[config.mk]
export PLATFORM = sky130hd
export DESIGN_NAME = rgb_frame_writer
export DESIGN_NICKNAME = d
export VERILOG_FILES = /design/src/rtl/rgb_frame_writer_pkg.sv /design/src/rtl/rgb_frame_writer_word_fifo.sv /design/src/rtl/rgb_frame_writer.sv
export SDC_FILE = /design/constraint.sdc
export NUM_CORES = 1
export LEC_CHECK = 0
export CELL_PAD_IN_SITES_DETAIL_PLACEMENT = 1
export CELL_PAD_IN_SITES_GLOBAL_PLACEMENT = 1
export CORE_ASPECT_RATIO = 1.1
export CORE_MARGIN = 2
export CORE_UTILIZATION = 53
export DETAILED_ROUTE_END_ITERATION = 16
export MAX_ROUTING_LAYER = met4
export PLACE_DENSITY_LB_ADDON = 0.1
export SLEW_MARGIN = 20
export SYNTH_ARGS = -nofsm -noshare
export SYNTH_HDL_FRONTEND = slang
export SYNTH_SLANG_ARGS = --single-unit
[constraint.sdc]
create_clock -name clk -period 12.2 [get_ports clk]
set_input_delay 1.22 -clock clk [delete_from_list [all_inputs] [get_ports clk]]
set_output_delay 1.22 -clock clk [all_outputs]
set_load 0.01 [all_outputs]
[src/rtl/rgb_frame_writer_pkg.sv]
// Shared types for the RGB332 frame writer: FSM states and word-FIFO entries.
package rgb_frame_writer_pkg;

  localparam int unsigned WORD_ADDR_W = 16;

  typedef enum logic [1:0] {
    IDLE,
    CAPTURE,
    FLUSH,
    SWAP
  } state_e;

  typedef struct packed {
    logic [WORD_ADDR_W-1:0] addr;
    logic [31:0]            data;
    logic [3:0]             be;
  } fifo_entry_t;

endpackage

[src/rtl/rgb_frame_writer_word_fifo.sv]
// Synchronous word FIFO; a push while full succeeds when a pop happens in the same cycle.
module word_fifo
  import rgb_frame_writer_pkg::*;
#(
  parameter int unsigned FIFO_DEPTH = 4
) (
  input  logic        clk,
  input  logic        rst,
  input  logic        push,
  input  fifo_entry_t din,
  input  logic        pop,
  output fifo_entry_t dout,
  output logic        full,
  output logic        empty
);

  localparam int unsigned AW = $clog2(FIFO_DEPTH);

  fifo_entry_t mem_q [FIFO_DEPTH];
  logic [AW:0] wr_ptr_q, wr_ptr_d;
  logic [AW:0] rd_ptr_q, rd_ptr_d;
  logic        do_push, do_pop;

  // Status flags, accepted push/pop and next pointers.
  always_comb begin
    empty    = (wr_ptr_q == rd_ptr_q);
    full     = (wr_ptr_q[AW] != rd_ptr_q[AW]) &&
               (wr_ptr_q[AW-1:0] == rd_ptr_q[AW-1:0]);
    do_pop   = pop && !empty;
    do_push  = push && (!full || do_pop);
    wr_ptr_d = wr_ptr_q + {{AW{1'b0}}, do_push};
    rd_ptr_d = rd_ptr_q + {{AW{1'b0}}, do_pop};
    dout     = mem_q[rd_ptr_q[AW-1:0]];
  end

  // Pointer registers.
  always_ff @(posedge clk or posedge rst) begin
    if (rst) begin
      wr_ptr_q <= '0;
      rd_ptr_q <= '0;
    end else begin
      wr_ptr_q <= wr_ptr_d;
      rd_ptr_q <= rd_ptr_d;
    end
  end

  // Entry storage; contents are only observed while non-empty.
  always_ff @(posedge clk) begin
    if (do_push) begin
      mem_q[wr_ptr_q[AW-1:0]] <= din;
    end
  end

endmodule

[src/rtl/rgb_frame_writer.sv]
// Packs RGB332 pixels into 32-bit words and writes them into a double-buffered
// frame store, swapping the displayed bank once a frame is fully committed.
module rgb_frame_writer
  import rgb_frame_writer_pkg::*;
#(
  parameter int unsigned PIXELS     = 160000,
  parameter int unsigned FIFO_DEPTH = 4
) (
  input  logic        clk,
  input  logic        reset,
  input  logic        frame_valid,
  input  logic        pixel_valid,
  input  logic [7:0]  pixel_data,
  input  logic [17:0] pixel_address,
  output logic [16:0] mem_addr,
  output logic [31:0] mem_wdata,
  output logic [3:0]  mem_be,
  output logic        mem_we,
  input  logic        mem_ready,
  input  logic        reader_busy,
  output logic        display_bank,
  output logic        frame_done,
  output logic        overflow
);

  state_e                 state_q, state_d;
  logic                   fv_q;
  logic                   write_bank_q, write_bank_d;
  logic                   display_bank_q, display_bank_d;
  logic                   overflow_q, overflow_d;
  logic                   frame_done_q, frame_done_d;
  logic [31:0]            pk_data_q, pk_data_d;
  logic [3:0]             pk_be_q, pk_be_d;
  logic [WORD_ADDR_W-1:0] pk_idx_q, pk_idx_d;

  logic                   fv_rise, fv_fall, in_range;
  logic [1:0]             lane;
  logic [WORD_ADDR_W-1:0] idx;
  logic [31:0]            merged_data, fresh_data;
  logic [3:0]             merged_be, fresh_be;
  logic                   push, pop, fifo_full, fifo_empty;
  fifo_entry_t            push_entry, head;

  word_fifo #(.FIFO_DEPTH(FIFO_DEPTH)) u_fifo (
    .clk   (clk),
    .rst   (reset),
    .push  (push),
    .din   (push_entry),
    .pop   (pop),
    .dout  (head),
    .full  (fifo_full),
    .empty (fifo_empty)
  );

  // Memory write port driven straight from the FIFO head; zero while idle.
  always_comb begin
    mem_we       = !fifo_empty;
    pop          = mem_we && mem_ready;
    mem_addr     = mem_we ? {write_bank_q, head.addr} : '0;
    mem_wdata    = mem_we ? head.data : '0;
    mem_be       = mem_we ? head.be : '0;
    display_bank = display_bank_q;
    frame_done   = frame_done_q;
    overflow     = overflow_q;
  end

  // Frame FSM, pixel packer and push generation.
  always_comb begin
    state_d        = state_q;
    write_bank_d   = write_bank_q;
    display_bank_d = display_bank_q;
    overflow_d     = overflow_q;
    frame_done_d   = 1'b0;
    pk_data_d      = pk_data_q;
    pk_be_d        = pk_be_q;
    pk_idx_d       = pk_idx_q;
    push           = 1'b0;
    push_entry     = '0;

    fv_rise  = frame_valid && !fv_q;
    fv_fall  = !frame_valid && fv_q;
    in_range = 32'(pixel_address) < PIXELS;
    lane     = pixel_address[1:0];
    idx      = pixel_address[17:2];

    merged_data = pk_data_q;
    merged_data[{lane, 3'b000} +: 8] = pixel_data;
    merged_be   = pk_be_q | (4'b0001 << lane);
    fresh_data  = '0;
    fresh_data[{lane, 3'b000} +: 8] = pixel_data;
    fresh_be    = 4'b0001 << lane;

    unique case (state_q)
      IDLE: begin
        if (fv_rise) begin
          state_d      = CAPTURE;
          write_bank_d = !display_bank_q;
          overflow_d   = 1'b0;
          pk_data_d    = '0;
          pk_be_d      = '0;
          pk_idx_d     = '0;
        end
      end
      CAPTURE: begin
        if (fv_fall) begin
          push       = (pk_be_q != '0);
          push_entry = '{addr: pk_idx_q, data: pk_data_q, be: pk_be_q};
          pk_data_d  = '0;
          pk_be_d    = '0;
          state_d    = FLUSH;
        end else if (pixel_valid && in_range) begin
          if ((pk_be_q != '0) && (idx != pk_idx_q)) begin
            // Only one push per cycle: the held word goes out now; a new pixel
            // landing in lane 3 stays held until the next word change or frame end.
            push       = 1'b1;
            push_entry = '{addr: pk_idx_q, data: pk_data_q, be: pk_be_q};
            pk_data_d  = fresh_data;
            pk_be_d    = fresh_be;
            pk_idx_d   = idx;
          end else if (lane == 2'd3) begin
            push       = 1'b1;
            push_entry = '{addr: idx, data: merged_data, be: merged_be};
            pk_data_d  = '0;
            pk_be_d    = '0;
            pk_idx_d   = idx;
          end else begin
            pk_data_d = merged_data;
            pk_be_d   = merged_be;
            pk_idx_d  = idx;
          end
        end
      end
      FLUSH: begin
        if (fifo_empty) begin
          state_d = SWAP;
        end
      end
      SWAP: begin
        if (!reader_busy) begin
          frame_done_d = 1'b1;
          if (!overflow_q) begin
            display_bank_d = write_bank_q;
          end
          state_d = IDLE;
        end
      end
      default: state_d = IDLE;
    endcase

    if (push && fifo_full && !pop) begin
      overflow_d = 1'b1;
    end
  end

  // State and datapath registers.
  always_ff @(posedge clk or posedge reset) begin
    if (reset) begin
      state_q        <= IDLE;
      // Held high so a frame already in progress at reset release is not captured.
      fv_q           <= 1'b1;
      write_bank_q   <= 1'b1;
      display_bank_q <= 1'b0;
      overflow_q     <= 1'b0;
      frame_done_q   <= 1'b0;
      pk_data_q      <= '0;
      pk_be_q        <= '0;
      pk_idx_q       <= '0;
    end else begin
      state_q        <= state_d;
      fv_q           <= frame_valid;
      write_bank_q   <= write_bank_d;
      display_bank_q <= display_bank_d;
      overflow_q     <= overflow_d;
      frame_done_q   <= frame_done_d;
      pk_data_q      <= pk_data_d;
      pk_be_q        <= pk_be_d;
      pk_idx_q       <= pk_idx_d;
    end
  end

endmodule

* Word-level counts from Yosys, hierarchy flattened
Memory sizes are Yosys's and may differ from the RTL's.
Index checks and enable logic that the tools add are counted.
** Cells by class
- Equality and inequality tests :: 15
- Reductions and logical operators :: 28
- $lt $le $gt $ge :: 1
- Bitwise gates (word level) :: 4
- Multiplexer cells :: 42
- Shift operators :: 3
- $add $sub $neg :: 3
** Operator list (number)
- $mux 52 :: 5
- $mux 32 :: 6
- $pmux 32 s2 :: 1
- $mux 16 :: 3
- $and 32x32->32 :: 1
- $bwmux 32 :: 1
- $pmux 16 s2 :: 1
- $shift 8x7->32 const A :: 1
- $shiftx 8x7->32 :: 1
- $mux 4 :: 6
- $lt 18x18->1 const B :: 1
- $mux 17 :: 1
- $ne 16x16->1 :: 1
- $mux 1 :: 12
- $ne 2x2->1 const B :: 6
- $logic_and 1x1->1 :: 10
- $mux 2 :: 4
- $pmux 2 s4 :: 1
- $pmux 4 s2 :: 1
- $reduce_and 4->1 :: 2
- $neg 5->7 :: 1
- $add 3x1->3 :: 2
- $eq 2x2->1 const B :: 3
- $logic_not 1->1 :: 6
- other kinds (14) :: 19
** Word-level totals
- Memories kept :: 1
- Word-level logic and storage cells :: 108
- Register bits after elaboration :: 65
- RAM bits :: 208
- Output and inout bits :: 57
** Memories
- u_fifo.mem_q :: words 4, bits a word 52, rd ports 1, clocked after Yosys merged registers in 0, wr ports 1, RTL line rgb_frame_writer_word_fifo.sv:19 : fifo_entry_t mem_q [FIFO_DEPTH];

* Logic depth before layout (Yosys ltp)
- Depth after elaboration :: 10
- Gate-level depth with buffers :: 10
- Depth with buffers taken out :: 9

* Hierarchy
A second synthesis with hierarchy kept.
** Unflattened totals
- Cells, all modules :: 690
- Area, all modules :: 11741.3 um2
** Modules (own cells, without submodules)
- word_fifo :: instances 1, area an instance 7916.3 um2, cells an instance 298
- rgb_frame_writer :: instances 1, area an instance 3824.9 um2, cells an instance 392

* Least setup slack after synthesis
No wires, ideal clock.
- Kind :: input to register
- Start :: input pixel_address[11]
- End :: memory u_fifo.mem_q[2][0] (netlist bit), enable pin
- Path buffers :: 1
- Data arrival time :: 6145 ps
- Slack :: 5518 ps
- Cell stages on the path :: 7
- Required time :: 11663 ps
- Library setup time :: 537 ps
- Path through :: nor4_1 > o211a_1 > buf_4 > nand3_1 > o22ai_1 > o21bai_1 > nor3b_1
** Between the ends
- Word-level cells in the longest chain between the ends :: 9
- Elaborated cells between the ends (all ways) :: 11
** RTL lines
- from (decl) :: RTL line rgb_frame_writer.sv:14 : input logic [17:0] pixel_address,
- branches (longest 3 deep; another with $lt 18x18->1)
- $mux 1 * :: RTL line rgb_frame_writer.sv:111 : end else if (pixel_valid && in_range) begin
- $mux 1 * :: RTL line rgb_frame_writer.sv:105 : if (fv_fall) begin
- $mux 1 * :: RTL line rgb_frame_writer.sv:93 : unique case (state_q)
- $logic_and 1x1->1 * :: RTL line rgb_frame_writer_word_fifo.sv:30 : do_push = push && (!full || do_pop);
- $mux 1 * :: RTL line rgb_frame_writer_word_fifo.sv:49 : if (do_push) begin
- $mux 1 (not written as such) * :: RTL line rgb_frame_writer_word_fifo.sv:50 : mem_q[wr_ptr_q[AW-1:0]] <= din;
- to (decl) :: RTL line rgb_frame_writer_word_fifo.sv:19
Mark *: on every way between the ends.

* Final worst setup path
- Start :: register u_fifo.rd_ptr_q[0]
- End :: output mem_wdata[29]
** Between the ends
- Word-level cells in the longest chain between the ends :: 2
- Elaborated cells between the ends (all ways) :: 3
** RTL lines
- from (decl) :: RTL line rgb_frame_writer_word_fifo.sv:21 : logic [AW:0] rd_ptr_q, rd_ptr_d;
- from (signal assigned) :: RTL line rgb_frame_writer_word_fifo.sv:43 : rd_ptr_q <= rd_ptr_d;
- $mem_v2 4x52 or $eq 3x3->1 (tied branches)
- $mux 32 * :: RTL line rgb_frame_writer.sv:60 : mem_wdata = mem_we ? head.data : '0;
- to (decl) :: RTL line rgb_frame_writer.sv:16 : output logic [31:0] mem_wdata,
Mark *: on every way between the ends. The rest lies on a longest branch, timed or not.

==> impl_metrics.ini <==
[yosys]
postSynth.topFlopCell = sky130_fd_sc_hd__edfxtp_1
synth_seq_area_share_pct = 67.3
synth_top_cell_by_area = sky130_fd_sc_hd__edfxtp_1
synth_top_area_share_pct = 53.4
yosys_warnings = 0
syn_avg_cell_area_um2 = 15.6
synth_enable_flop_cells = 208
cell_area_synth_um2 = 11700
postSynthRegisterBits = 273
yosysMostFrequentCell = sky130_fd_sc_hd__edfxtp_1
yosys-top-cells-count = sky130_fd_sc_hd__edfxtp_1, sky130_fd_sc_hd__nand2_1, sky130_fd_sc_hd__dfrtp_1
postSynth.asyncResetShare_pct = 23.8
yosys-top-cells-area = sky130_fd_sc_hd__edfxtp_1, sky130_fd_sc_hd__dfrtp_1, sky130_fd_sc_hd__mux4_2, sky130_fd_sc_hd__nand2_1, sky130_fd_sc_hd__nor2b_1
synth_cell_types = 48
synth_fp_nets = 799
synthesis.instances = 750

[critical_path]
worstPathRequired_ns = 10.98
critical_path.n_buffers_inverters = 2
critPathSlowestCell = sky130_fd_sc_hd__buf_4
cp_data_arrival_time_ns = 3.21
cp_cell_sequence = buf_4 > mux4_2 > nor2b_1 > clkdlybuf4s50_1
timing.critical_path.max_delay_family = buffers and inverters
critical_path_peak_fanout = 42
cpPeakStageDelay_ns = 0.75
criticalPathCategory = flip-flop to primary output
startpoint_type = flip-flop
setup.worst_path.end_class = primary output

[cts]
cts.repair_timing.setup_buffer_count = 0
clk_pin_slew_ns = 0.06
cts_tree = yes
htree_levels = 1
clk_latency_ns = 0.53
tritoncts.num_buffers = 27
cts_max_path_buffers = 3
ctsRootBufferMaster = sky130_fd_sc_hd__clkbuf_16
numClockSinks = 273
hold_buffers = 0
post_cts_repair_resize_count = 0

[die]
floorplan.die.height_um = 160
top_level_ports = 89
fp.dieW_um = 146
floorplan.initialDensity_pct = 53.4
fp.coreArea_um2 = 21900
core.rowCount = 57
dieArea_um2 = 23300

[flow_run]
cap_violations = 0

[route]
detail_route.wl_per_cell_um = 24.3
post_drt_via_cell_ratio = 6.02
post-route-drc-count = 0
finalWirelength_mm = 28.1
tritonroute_pass_1_iters = 5
detail_route.iter0.violations = 453
ant_nets = 0
vias = 6968

[timing]
postLayoutSetupSlackWorst_ns = 7.77
max_slew_violation_total_from_the_final_report = 0
fin_worst_skew_ns = 0.0133
post-route-period-util_pct = 36.3
min_clock_period_post_route_ns = 4.43
fmax_ghz = 0.226
worst_slew_pin_slew_ns = 1.07
setup_violations = 0
setup_repair_after_global_routing_missed_its_margin = false
timing.final.hold_violations = 0
setup_tns_ns = 0
timing.max_slew.rel_slack_pct = 28.4

[min_path]
worstHoldPathType = flip-flop to flip-flop

[power_and_ir_drop]
power_per_cell_area_nw_per_um2 = 224
vdd_drop_max_uv = 162
leakage_power_nw = 4.94

[layout]
fin_cells = 1157
area_growth_from_synthesis_to_final_layout_pct = 18.1
final_design_area_no_fill_um2 = 13800
nNetsFinal = 891
antenna_diodes = 0
drive_above_1_share_pct = 15.4

[placement]
port_buffers = 88
dp_cells = 1108
placement.cell_area_um2 = 12900
place_congestion = 0.851
detailedPlacementHpwl_mm = 17.5
preCtsSetupSlack_ns = 7.64

[global_routing]
number_of_global_route_vias_before_repair = 7807
grt_first_pass_wirelength_mm = 44.9
total_congestion_overflow_after_global_routing = 0
grt_antenna_before_repair = 0
pin_count_of_the_biggest_net_entering_global_routing = 66
globalRouteTotalUtil_pct = 25.7

[status]
status = finished clean
[cell type report]
class	count	area, um^2
Fill cell	2008	8080
Sequential cell	273	7880
Multi-Input combinational cell	430	3650
Timing Repair Buffer	101	978
Clock buffer	35	726
Tap cell	295	369
Clock inverter	14	174
Inverter	9	33.8
[final timing paths]
path	from	endpoint	slack, ns	cells past startpoint
worst max-delay path	u_fifo.rd_ptr_q[0]	mem_wdata[29]	7.77	4
worst min-delay path	display_bank	write_bank_q	0.49	1
worst max register to register	state_q[1]	u_fifo.mem_q[2][17]	8.97	8
worst min register to register	display_bank	write_bank_q	0.49	1
max in group asynchronous	reset	u_fifo.rd_ptr_q[0]	10.22	3
min in group asynchronous	reset	display_bank	1.30	3
[layer usage]
metal  vias up  GRT usage [%]  routed length [um]
met5         -              -                   0
li1       3071              -                   -
met1      3638           32.6               11700
met2       196           43.8               14500
met4         0           7.62                 743
met3        63           3.34                1160
[cell families (layout without fill, tap and decap cells)]
kind of cell             Yosys count  after routing  synth area share, %
flip-flops                       273            273                 67.3
AND/OR/NAND/NOR                  201            201                 8.99
AO/OA/AOI/OAI                    137            137                 8.44
multiplexers                      54             54                 10.2
buffers and inverters             47            159                 1.69
XOR/XNOR                          21             21                 1.57
adder cells (fa/ha/maj)           17             17                 1.82
[cell usage in the layout, fill, tap and decap left out, types with 3 or more instances in the layout]
master and instances:
sky130_fd_sc_hd__o21ai_0 38, sky130_fd_sc_hd__and3_1 5, sky130_fd_sc_hd__nand2_1 98, sky130_fd_sc_hd__nor2_1 5, sky130_fd_sc_hd__nand3_2 4, sky130_fd_sc_hd__clkbuf_16 27
sky130_fd_sc_hd__dfrtp_1 61, sky130_fd_sc_hd__nand4_1 6, sky130_fd_sc_hd__mux4_2 52, sky130_fd_sc_hd__ha_1 16, sky130_fd_sc_hd__a21oi_1 10, sky130_fd_sc_hd__edfxtp_1 208
sky130_fd_sc_hd__clkinv_2 6, sky130_fd_sc_hd__inv_1 8, sky130_fd_sc_hd__nand2b_1 3, sky130_fd_sc_hd__clkdlybuf4s50_1 88, sky130_fd_sc_hd__xnor2_1 19, sky130_fd_sc_hd__a22o_1 38
sky130_fd_sc_hd__o21ai_1 6, sky130_fd_sc_hd__clkbuf_1 6, sky130_fd_sc_hd__bufinv_16 4, sky130_fd_sc_hd__o41ai_4 4, sky130_fd_sc_hd__nor2b_1 57, sky130_fd_sc_hd__o22ai_1 35
sky130_fd_sc_hd__buf_4 13
[metrics by stage]
stage	power (mW)	util, %	hold WS [ns]
6_report	3.09	63.1	0.488
5_1_grt	3.25	63.1	0.519
4_1_cts	3.13	63.1	0.488
3_5_place_dp	2.28	59.0	0.466
3_3_place_gp	2.24	59.0	0.446
2_1_floorplan	1.80	-	0.461
[flip-flops by register name (all words and copies together) (netlist names)]
register,flops
fv_q,1
u_fifo.mem_q,208
write_bank_q,1
state_q,2
overflow,1
pk_be_q,4
pk_idx_q,16
frame_done,1
pk_data_q,32
u_fifo.wr_ptr_q,3
u_fifo.rd_ptr_q,3
display_bank,1
[report_power, final]
group,switching [mW],leakage [nW],internal (mW)
registers,0.0610,2.89,1.07
clock network,0.338,0.442,0.503
logic,0.581,1.61,0.544
total,0.981,4.94,2.11
No activity file was read; power rests on OpenSTA's default activity.
